==> src/rtl/menu_scene_if.sv <==
// rtl/menu_scene_if.sv - scan/pixel bundle between the VGA timing source and the menu renderer
interface menu_scene_if;
    logic        enable;
    logic [10:0] x_cnt;
    logic [9:0]  y_cnt;
    logic [23:0] menu_RGB;
    logic [2:0]  cube_idx;
    logic        hop_done;

    modport master (
        output enable, x_cnt, y_cnt,
        input  menu_RGB, cube_idx, hop_done
    );

    modport slave (
        input  enable, x_cnt, y_cnt,
        output menu_RGB, cube_idx, hop_done
    );
endinterface

==> src/rtl/menu_scene.sv <==
// rtl/menu_scene.sv - title screen: row of isometric cubes with an auto-hopping sprite
module menu_scene #(
    parameter int               N_CUBE    = 4,
    parameter int               N_COLORS  = 5,
    parameter logic [7:0][23:0] PALETTE   = {24'hFF00FF, 24'h00FFFF, 24'hFFFF00, 24'hFFFFFF,
                                             24'hFF0000, 24'h00FF00, 24'h0000FF, 24'hFFA500},
    parameter logic [10:0]      X0        = 11'd150,
    parameter logic [9:0]       Y0        = 10'd110,
    parameter logic [10:0]      HALF_X    = 11'd40,
    parameter logic [9:0]       HALF_Y    = 10'd50,
    parameter logic [10:0]      SIDE      = 11'd100,
    parameter logic [10:0]      QH        = 11'd30,
    parameter logic [9:0]       QW        = 10'd24,
    parameter logic [31:0]      IDLE_CYC  = 32'd8000000,
    parameter logic [31:0]      STEP_CYC  = 32'd131072,
    parameter logic [23:0]      QBERT_RGB = 24'hFF8000,
    parameter logic [23:0]      LEFT_RGB  = 24'h404040,
    parameter logic [23:0]      RIGHT_RGB = 24'h808080,
    parameter logic [23:0]      BG_RGB    = 24'h000000
) (
    input  logic          clk,
    input  logic          reset,
    menu_scene_if.slave   bus
);

    localparam logic signed [23:0] S_X0   = $signed(24'(X0));
    localparam logic signed [23:0] S_Y0   = $signed(24'(Y0));
    localparam logic signed [23:0] S_HX   = $signed(24'(HALF_X));
    localparam logic signed [23:0] S_HY   = $signed(24'(HALF_Y));
    localparam logic signed [23:0] S_SIDE = $signed(24'(SIDE));
    localparam logic signed [23:0] S_QH   = $signed(24'(QH));
    localparam logic signed [23:0] S_QW2  = $signed(24'(QW >> 1));
    localparam logic signed [23:0] S_AREA = S_HX * S_HY;

    localparam logic [31:0] IDLE_LAST  = IDLE_CYC - 32'd1;
    localparam logic [31:0] STEP_LAST  = STEP_CYC - 32'd1;
    localparam logic [31:0] STEPS_LAST = 32'(HALF_Y) - 32'd1;
    localparam logic [2:0]  LAST_CUBE  = 3'(N_CUBE - 1);
    localparam logic [2:0]  LAST_COLOR = 3'(N_COLORS - 1);

    typedef enum logic [1:0] {
        ST_WAIT = 2'd0,
        ST_RISE = 2'd1,
        ST_FALL = 2'd2,
        ST_LAND = 2'd3
    } state_t;

    state_t                   state_q, state_d;
    logic [31:0]              cnt_q, cnt_d;
    logic [31:0]              steps_q, steps_d;
    logic signed [23:0]       qx_q, qx_d;
    logic signed [23:0]       qy_q, qy_d;
    logic                     dir_q, dir_d;
    logic [2:0]               target_q, target_d;
    logic [2:0]               cube_idx_q, cube_idx_d;
    logic [N_CUBE-1:0][2:0]   col_q, col_d;
    logic                     hop_done_q, hop_done_d;

    logic                     spr_hit_q, spr_hit_d;
    logic                     left_hit_q, left_hit_d;
    logic                     right_hit_q, right_hit_d;
    logic [N_CUBE-1:0]        top_hit_q, top_hit_d;
    logic [23:0]              menu_rgb_q, menu_rgb_d;

    logic signed [23:0]       xs, ys;
    logic [N_CUBE-1:0]        top_hit, left_hit, right_hit;

    assign xs = $signed(24'(bus.x_cnt));
    assign ys = $signed(24'(bus.y_cnt));

    // Per-cube region tests; the diamond and side-face edges are cross-multiplied to avoid division.
    for (genvar i = 0; i < N_CUBE; i++) begin : g_cube
        localparam logic signed [23:0] CY = S_Y0 + 24'(2 * i) * S_HY;
        logic signed [23:0] dx, dyr, dy, adx, rem;
        logic               below;

        assign dx    = xs - S_X0;
        assign dyr   = ys - CY;
        assign dy    = dyr[23] ? -dyr : dyr;
        assign adx   = dx[23] ? -dx : dx;
        assign rem   = S_HX * (S_HY - dy);
        assign below = (dy <= S_HY) && (dx * S_HY > rem) && ((dx - S_SIDE) * S_HY <= rem);

        assign top_hit[i]   = (adx * S_HY + dy * S_HX) <= S_AREA;
        assign left_hit[i]  = below && dyr[23];
        assign right_hit[i] = below && !dyr[23];
    end

    always_comb begin
        spr_hit_d   = (xs >= qx_q - S_QH) && (xs < qx_q) &&
                      (ys >= qy_q - S_QW2) && (ys < qy_q + S_QW2);
        left_hit_d  = |left_hit;
        right_hit_d = |right_hit;
        top_hit_d   = top_hit;
    end

    // Descending scan so the lowest-numbered matching cube wins.
    always_comb begin
        menu_rgb_d = BG_RGB;
        if (spr_hit_q) begin
            menu_rgb_d = QBERT_RGB;
        end else if (left_hit_q) begin
            menu_rgb_d = LEFT_RGB;
        end else if (right_hit_q) begin
            menu_rgb_d = RIGHT_RGB;
        end else begin
            for (int i = N_CUBE - 1; i >= 0; i--) begin
                if (top_hit_q[i]) begin
                    menu_rgb_d = PALETTE[col_q[i]];
                end
            end
        end
    end

    always_comb begin
        state_d    = state_q;
        cnt_d      = cnt_q;
        steps_d    = steps_q;
        qx_d       = qx_q;
        qy_d       = qy_q;
        dir_d      = dir_q;
        target_d   = target_q;
        cube_idx_d = cube_idx_q;
        col_d      = col_q;
        hop_done_d = 1'b0;

        case (state_q)
            ST_WAIT: begin
                if (bus.enable) begin
                    if (cnt_q == IDLE_LAST) begin
                        cnt_d   = '0;
                        steps_d = '0;
                        state_d = ST_RISE;
                        if (dir_q && cube_idx_q == LAST_CUBE) begin
                            dir_d    = 1'b0;
                            target_d = cube_idx_q - 3'd1;
                        end else if (!dir_q && cube_idx_q == 3'd0) begin
                            dir_d    = 1'b1;
                            target_d = 3'd1;
                        end else if (dir_q) begin
                            target_d = cube_idx_q + 3'd1;
                        end else begin
                            target_d = cube_idx_q - 3'd1;
                        end
                    end else begin
                        cnt_d = cnt_q + 32'd1;
                    end
                end
            end

            ST_RISE, ST_FALL: begin
                if (bus.enable) begin
                    if (cnt_q == STEP_LAST) begin
                        cnt_d = '0;
                        qx_d  = (state_q == ST_RISE) ? qx_q - 24'sd1 : qx_q + 24'sd1;
                        qy_d  = dir_q ? qy_q + 24'sd1 : qy_q - 24'sd1;
                        if (steps_q == STEPS_LAST) begin
                            steps_d = '0;
                            state_d = (state_q == ST_RISE) ? ST_FALL : ST_LAND;
                        end else begin
                            steps_d = steps_q + 32'd1;
                        end
                    end else begin
                        cnt_d = cnt_q + 32'd1;
                    end
                end
            end

            // Landing always completes, even with enable low.
            ST_LAND: begin
                cube_idx_d = target_q;
                for (int i = 0; i < N_CUBE; i++) begin
                    if (target_q == 3'(i)) begin
                        col_d[i] = (col_q[i] == LAST_COLOR) ? 3'd0 : col_q[i] + 3'd1;
                    end
                end
                hop_done_d = 1'b1;
                cnt_d      = '0;
                state_d    = ST_WAIT;
            end

            default: state_d = ST_WAIT;
        endcase
    end

    always_ff @(posedge clk) begin
        if (!reset) begin
            state_q     <= ST_WAIT;
            cnt_q       <= '0;
            steps_q     <= '0;
            qx_q        <= S_X0;
            qy_q        <= S_Y0;
            dir_q       <= 1'b1;
            target_q    <= '0;
            cube_idx_q  <= '0;
            col_q       <= '0;
            hop_done_q  <= 1'b0;
            spr_hit_q   <= 1'b0;
            left_hit_q  <= 1'b0;
            right_hit_q <= 1'b0;
            top_hit_q   <= '0;
            menu_rgb_q  <= '0;
        end else begin
            state_q     <= state_d;
            cnt_q       <= cnt_d;
            steps_q     <= steps_d;
            qx_q        <= qx_d;
            qy_q        <= qy_d;
            dir_q       <= dir_d;
            target_q    <= target_d;
            cube_idx_q  <= cube_idx_d;
            col_q       <= col_d;
            hop_done_q  <= hop_done_d;
            spr_hit_q   <= spr_hit_d;
            left_hit_q  <= left_hit_d;
            right_hit_q <= right_hit_d;
            top_hit_q   <= top_hit_d;
            menu_rgb_q  <= menu_rgb_d;
        end
    end

    assign bus.menu_RGB = menu_rgb_q;
    assign bus.cube_idx = cube_idx_q;
    assign bus.hop_done = hop_done_q;

endmodule
==> src/flat_wrapper.sv <==
// flat-port wrapper written by rule: the top's interface ports become plain ports
module menu_scene_flat 
#(
    parameter int               N_CUBE    = 4,
    parameter int               N_COLORS  = 5,
    parameter logic [7:0][23:0] PALETTE   = {24'hFF00FF, 24'h00FFFF, 24'hFFFF00, 24'hFFFFFF,
                                             24'hFF0000, 24'h00FF00, 24'h0000FF, 24'hFFA500},
    parameter logic [10:0]      X0        = 11'd150,
    parameter logic [9:0]       Y0        = 10'd110,
    parameter logic [10:0]      HALF_X    = 11'd40,
    parameter logic [9:0]       HALF_Y    = 10'd50,
    parameter logic [10:0]      SIDE      = 11'd100,
    parameter logic [10:0]      QH        = 11'd30,
    parameter logic [9:0]       QW        = 10'd24,
    parameter logic [31:0]      IDLE_CYC  = 32'd8000000,
    parameter logic [31:0]      STEP_CYC  = 32'd131072,
    parameter logic [23:0]      QBERT_RGB = 24'hFF8000,
    parameter logic [23:0]      LEFT_RGB  = 24'h404040,
    parameter logic [23:0]      RIGHT_RGB = 24'h808080,
    parameter logic [23:0]      BG_RGB    = 24'h000000
)
  (clk, reset, bus_enable, bus_x_cnt, bus_y_cnt, bus_menu_RGB, bus_cube_idx, bus_hop_done);
  menu_scene_if bus_i ();
  input  logic clk;
  input  logic reset;
  input wire logic [$bits(bus_i.enable)-1:0] bus_enable;
  input wire logic [$bits(bus_i.x_cnt)-1:0] bus_x_cnt;
  input wire logic [$bits(bus_i.y_cnt)-1:0] bus_y_cnt;
  output wire logic [$bits(bus_i.menu_RGB)-1:0] bus_menu_RGB;
  output wire logic [$bits(bus_i.cube_idx)-1:0] bus_cube_idx;
  output wire logic [$bits(bus_i.hop_done)-1:0] bus_hop_done;
  assign bus_i.enable = bus_enable;
  assign bus_i.x_cnt = bus_x_cnt;
  assign bus_i.y_cnt = bus_y_cnt;
  assign bus_menu_RGB = bus_i.menu_RGB;
  assign bus_cube_idx = bus_i.cube_idx;
  assign bus_hop_done = bus_i.hop_done;
  menu_scene #(.N_CUBE(N_CUBE), .N_COLORS(N_COLORS), .PALETTE(PALETTE), .X0(X0), .Y0(Y0), .HALF_X(HALF_X), .HALF_Y(HALF_Y), .SIDE(SIDE), .QH(QH), .QW(QW), .IDLE_CYC(IDLE_CYC), .STEP_CYC(STEP_CYC), .QBERT_RGB(QBERT_RGB), .LEFT_RGB(LEFT_RGB), .RIGHT_RGB(RIGHT_RGB), .BG_RGB(BG_RGB)) u_core (.clk(clk), .reset(reset), .bus(bus_i));
endmodule
==> config.mk <==
export PLATFORM = sky130hd
export DESIGN_NAME = menu_scene_flat
export DESIGN_NICKNAME = d
export VERILOG_FILES = /design/src/rtl/menu_scene_if.sv /design/src/rtl/menu_scene.sv /design/src/flat_wrapper.sv
export SDC_FILE = /design/constraint.sdc
export NUM_CORES = 1
export LEC_CHECK = 0
export CAP_MARGIN = 20
export CORE_ASPECT_RATIO = 0.75
export CORE_UTILIZATION = 30
export CTS_CLUSTER_SIZE = 8
export DETAILED_ROUTE_END_ITERATION = 8
export PLACE_DENSITY = 0.43
export SLEW_MARGIN = 20
export SYNTH_ARGS = -nofsm -noshare
export SYNTH_HDL_FRONTEND = slang
export SYNTH_SLANG_ARGS = --single-unit
==> constraint.sdc <==
create_clock -name clk -period 10.5 [get_ports clk]
set_input_delay 2.1 -clock clk [delete_from_list [all_inputs] [get_ports clk]]
set_output_delay 2.1 -clock clk [all_outputs]
set_load 0.02 [all_outputs]
Word-level counts from Yosys, hierarchy flattened

Memory sizes are Yosys's and may differ from the RTL's. A register that Yosys moved wholly into a read port is not among the register bits.
Cells that the tools add are included.

Logic and storage cells: 215
Memory bits (writable): 0
Input bits: 24
Bits in read-only memories: 768
Latch bits: 0
Register bits after elaboration: 165
Output and inout bits: 28
Memories: 4

Memory list:

| name            | depth | width | rd ports | clocked after memory_dff | wr ports | line              | RTL |
|---|---|---|---|---|---|---|---|
| (no name shown) | 8     | 24    | 1        | 1                        | 0        | menu_scene.sv:109 | `menu_rgb_d = PALETTE[col_q[i]];` |
| (no name shown) | 8     | 24    | 1        | 1                        | 0        | menu_scene.sv:109 |  |
| (no name shown) | 8     | 24    | 1        | 1                        | 0        | menu_scene.sv:109 |  |
| (no name shown) | 8     | 24    | 1        | 1                        | 0        | menu_scene.sv:109 |  |

Add/sub/neg operators: 34
Div/mod/pow operators: 0
Equality and inequality tests: 19
Multiply operators: 11
Shift-type cells: 0
Reductions and logical operators: 47
Mux-type cells: 54
Order comparisons: 24
Bitwise logic cells: 1

Operators by type and width:

| operator                                                         | number |
|---|---|
| 2-to-1 mux 24 bit                                                | 18 |
| 2-to-1 mux 32 bit                                                | 9 |
| negator 24 bit                                                   | 5 |
| adder 24 bit                                                     | 4 |
| > comparator 24 bit                                              | 4 |
| less-or-equal comparator 24 x 12 -> 1 bit, second input constant | 4 |
| less-or-equal comparator 24 bit                                  | 4 |
| less-or-equal comparator 24 x 7 -> 1 bit, second input constant  | 4 |
| multiplier 24 x 4 -> 21 bit, second input constant               | 4 |
| multiplier 4 x 24 -> 21 bit, first input constant                | 4 |
| one-hot mux 32 bit (3 select lines)                              | 1 |
| subtractor 7 x 24 -> 24 bit, first input constant                | 4 |
| multiplier 24 x 6 -> 23 bit, second input constant               | 3 |
| adder 32 x 1 -> 32 bit, second input constant                    | 2 |
| one-hot mux 32 bit (2 select lines)                              | 1 |
| adder 24 x 2 -> 24 bit, second input constant                    | 2 |
| subtractor 24 x 2 -> 24 bit, second input constant               | 2 |
| 2-to-1 mux 3 bit                                                 | 15 |
| equality test 32 x 17 -> 1 bit, second input constant            | 1 |
| equality test 32 x 23 -> 1 bit, second input constant            | 1 |
| equality test 32 x 6 -> 1 bit, second input constant             | 1 |
| adder 24 x 5 -> 24 bit, second input constant                    | 1 |
| >= comparator 11 x 24 -> 1 bit                                   | 1 |
| >= comparator 12 x 24 -> 1 bit                                   | 1 |
| other kinds (35)                                                 | 94 |

Depth between registers and ports, before layout

Depth after elaboration: 10
Gate-level depth with buffers: 38
Depth with buffers taken out: 36

Worst setup path after synthesis

Ideal clock, no wire load.

Path type: in2reg
Start: in bus_x_cnt[1]
End: reg u_core.left_hit_q
Stages on the path: 34
Data arrival time: 9.486 ns
Buffers on the path: 0
Setup time: 0.079 ns
Data required time: 10.421 ns
Slack: 0.935 ns
Path through: ha_1 o21a_1 o31a_1 nor2_1 xnor2_1 ha_1 inv_1 o311ai_1 a21boi_0 xnor2_1 ha_1 inv_1 fa_1 inv_1 ha_1 ha_1 inv_2 nor4_4 nand2_1 a31oi_1 a21o_1 a21oi_1 xnor2_1 ha_1 nand4_1 nor4_1 nand3_1 or4_1 a211o_1 and2_4 maj3_2 a211oi_2 o21ai_1 o211ai_1

Cells in the longest elaborated chain, start to end: 7
Elaborated cells between the ends (all ways): 25
Those cells by class: add/sub: 2; mul: 2; order compare: 8; reduce/logical: 13

Ends and longest elaborated chain:

| what                                                                       | line               | RTL |
|---|---|---|
| from (decl)                                                                | flat_wrapper.sv:27 | `input wire logic [$bits(bus_i.x_cnt)-1:0] bus_x_cnt;` |
| subtractor 11 x 8 -> 12 bit (*)                                            | menu_scene.sv:77   | `assign dx = xs - S_X0;` |
| subtractor 24 x 8 -> 24 bit or multiplier 24 x 6 -> 23 bit (tied branches) | menu_scene.sv:82   | `assign below = (dy <= S_HY) && (dx * S_HY > rem) && ((dx - S_SIDE) * S_HY <= rem);` |
| multiplier 24 x 6 -> 23 bit or > comparator 24 bit (tied branches)         | menu_scene.sv:82   |  |
| less-or-equal comparator 24 bit or logical AND 1 bit (tied branches)       | menu_scene.sv:82   |  |
| logical AND 1 bit                                                          | menu_scene.sv:82   |  |
| logical AND 1 bit                                                          | menu_scene.sv:85   | `assign left_hit[i] = below && dyr[23];` |
| OR reduction 4 bit (*)                                                     | menu_scene.sv:92   | `left_hit_d = \|left_hit;` |
| to (signal assigned)                                                       | menu_scene.sv:215  | `left_hit_q <= left_hit_d;` |
| to (decl)                                                                  | menu_scene.sv:60   | `logic left_hit_q, left_hit_d;` |

Every way passes the cells marked *; elsewhere a longest branch is shown, timed or not.
A chain may end at the register's enable or synchronous reset.

Worst setup path in the final report

Start: in bus_x_cnt[2]
End: reg u_core.left_hit_q

The elaborated chain is that of the path after synthesis.

==> flow_summary.ini <==
[yosys]
async_reset_ff_frac = 0
synthFlopType = dfxtp_1
synth_warnings = 0
netlist-cell-type-count = 95
synth_seq_cells = 167
syn_inst = 4420
synth_edf_count = 0
yosysSeqAreaShare = 0.0976
syn_area_per_cell_sq_um = 7.75
syn_area_sq_um = 34300

[clock_network]
cts_root_buffer = clkbuf_16
tritoncts = done
cts_buffers = 17
path_clk_slew_ns = 0.09
h-tree-depth = 4
clk_path_buf_depth = 2
clk_latency_ns = 0.50
clkSinkCount = 167
postCtsSetupBuffers = 0
postCtsHoldBufs = 0
cts_resized = 0

[sta]
finalCriticalPeriod_ns = 9.91
slew_viol_final = 0
hold_viol = 0
max_freq_mhz = 101
worst_pin_slew_ns = 1.06
setup_violations = 0
fin_ws_ns = 0.594
period_share = 0.943
grt_setup_unrepaired = no
slew_headroom = 0.286
clock-skew-final_ns = 0.0212

[cells_and_area]
finalInstanceArea_sq_um = 38100
fin_cells = 6110
layout-drive-gt1-share = 0.0505
syn_to_final_growth_pct = 11.1
final_util = 0.339
nets = 5424

[power]
p_leak_uw = 0.0175
fin_total_pwr_uw = 11900
power.density_nw_per_um2 = 314
ir_drop_mv = 0.218

[placed_design]
port-buffer-count = 51
place_hpwl_microns = 91000
dpl_cell_area_sq_um = 37400
pre_cts_ws_ns = -0.0313
dp.cells = 6077
globalplace.congestion = 0.888

[route]
drc_errors = 0
avgViaCountPerCell = 5.13
m1WireLength_microns = 60000
wl_met2_microns = 42200
route.met3.wl_microns = 4710
vias = 31300
drt_first_pass_iters = 5
wl_per_cell_microns = 17.6
routed_wl_microns = 108000
dr.max_layer_used = met4
drt_iter0_drc = 1650
ant_nets = 0

[die]
fp-row-count = 106
start_util = 0.305
die_x_microns = 392
top_level_ports = 52
dieArea_sq_um = 116000
die_height_microns = 295
coreArea_sq_um = 112000

[global_routing]
grt_start_max_net_pins = 55
antenna_found_initial = 5
grt_remaining_overflow = 0
grt_pass1_vias = 29200
grt_pass1_wl_microns = 168000
grt_use_total = 0.186

[critical_path]
end_kind = flop
r2r_start = u_core.state_q[0]$_SDFFE_PN0P_
cp_slowest_cell = clkdlybuf4s50_1
slowest_delay_ns = 0.54
cp.arrival_ns = 10.33
cp-start-kind = primary input
required_ns = 10.92
ff2ff_path_depth = 13
critPathMaxFanout = 7
ff2ff_setup_slack_ns = 6.07
crit_type = primary input to flop
cp_common_cell = ha_1
reg2reg_to = u_core.steps_q[31]$_SDFFE_PN0P_

[min_path]
min_to = u_core.cnt_q[1]$_SDFFE_PN0P_
hold_path_depth = 2
hold_start = u_core.cnt_q[1]$_SDFFE_PN0P_
hold_class = flop to flop

[status]
outcome = finished clean

[job]
cap_violations = 0
## metal layers
layer  GRT usage  up-vias
li1            -    16300
met1       0.295    14500
met2       0.265      509
met3      0.0223       37
met4      0.0238        0
met5           0        -
## flip-flops by register name (all words and copies together), names as in the netlist, named ones only
register             count
u_core.bus.cube_idx      3
u_core.bus.hop_done      1
u_core.bus.menu_RGB     10
u_core.cnt_q            32
u_core.col_q            12
u_core.dir_q             1
u_core.left_hit_q        1
u_core.qx_q             24
u_core.qy_q             24
u_core.right_hit_q       1
u_core.spr_hit_q         1
u_core.state_q           2
u_core.steps_q          32
u_core.target_q          3
u_core.top_hit_q         4
## cells in the final DEF (no fill, tap or decap), types with 65 or more instances in the layout
cell type,synthesis,routed
nor3_1,91,91
xnor2_1,269,265
ha_1,759,759
inv_1,301,301
nor2b_1,78,78
nor2_1,394,394
conb_1,2,89
o21a_1,80,80
xor2_1,168,168
nand3_1,125,125
a21o_1,111,111
nand2_1,321,321
nand4_1,65,65
a21oi_1,336,336
o21ai_0,201,200
buf_4,14,116
dfxtp_1,167,167
## cells in the mapped netlist (84+ instances only)
cell type,count,area [sq um]
inv_1,301,1130
o21ai_0,201,1010
ha_1,759,9500
xnor2_1,269,2360
clkbuf_1,84,315
nor3_1,91,455
nand2_1,321,1200
dfxtp_1,167,3340
a21oi_1,336,1680
nand3_1,125,626
a21o_1,111,833
xor2_1,168,1470
nor2_1,394,1480
## worst max-delay path: cells and delay by family
family,cells,cell delay [ns]
xor+xnor,3,0.82
compound gates,11,2.42
fa+ha+maj,7,2.49
buf+inv,3,0.64
simple gates,8,1.84
## how the worst max path moves through the flow
| stage | start | to | slack (ns) | depth (start not counted) |
|---|---|---|---|---|
| final | bus_x_cnt[2] | u_core.left_hit_q$_SDFF_PN0_ | 0.59 | 32 |
| after global routing | bus_x_cnt[2] | u_core.top_hit_q[1]$_SDFF_PN0_ | 0.06 | 35 |
| after CTS | bus_x_cnt[2] | u_core.left_hit_q$_SDFF_PN0_ | 0.55 | 28 |
| after detailed placement | bus_x_cnt[2] | u_core.left_hit_q$_SDFF_PN0_ | -0.03 | 28 |
| after global placement | bus_x_cnt[2] | u_core.left_hit_q$_SDFF_PN0_ | 0.05 | 28 |
| after floorplan | bus_x_cnt[1] | u_core.left_hit_q$_SDFF_PN0_ | 0.94 | 34 |
## through the flow
stage	TNS, ns	hold slack [ns]
4_1_cts	0	0.499
6_report	0	0.502
2_1_floorplan	0	0.462
5_1_grt	0	0.533
3_3_place_gp	0	0.481
3_5_place_dp	-0.0313	0.485
## cell families (layout without fill, tap and decap cells)
group | count (synthesis) | after routing | share of synthesized area
buffers and inverters | 418 | 508 | 0.0474
xor gates and xnor gates | 439 | 439 | 0.113
and+or+nand+nor | 1392 | 1392 | 0.199
AOI/OAI and AO/OA | 1137 | 1137 | 0.218
DFF | 167 | 167 | 0.0976
muxes | 34 | 34 | 0.0100
other | 2 | 90 | 0.000219
adders and majority gates | 831 | 831 | 0.315
## report_power, final
group	switching, uW	leakage (uW)	internal, uW	total (uW)
Clock	345	0.000298	369	714
Combinational	6180	0.0159	4370	10600
Sequential	24.3	0.00135	651	676
Total	6550	0.0175	5390	11900
## area by class of cell
type                       count  area, sq um
antenna                        1         2.50
clock buffer                  18          439
fill                       12000        74300
timing repair buffer         167         1380
inverter                     309         1160
multi-input combinational   3922        29700
tap                         1512         1890
sequential                   167         3340
clock inverter                14          183
Note: power is estimated with default switching activity, not from simulation.
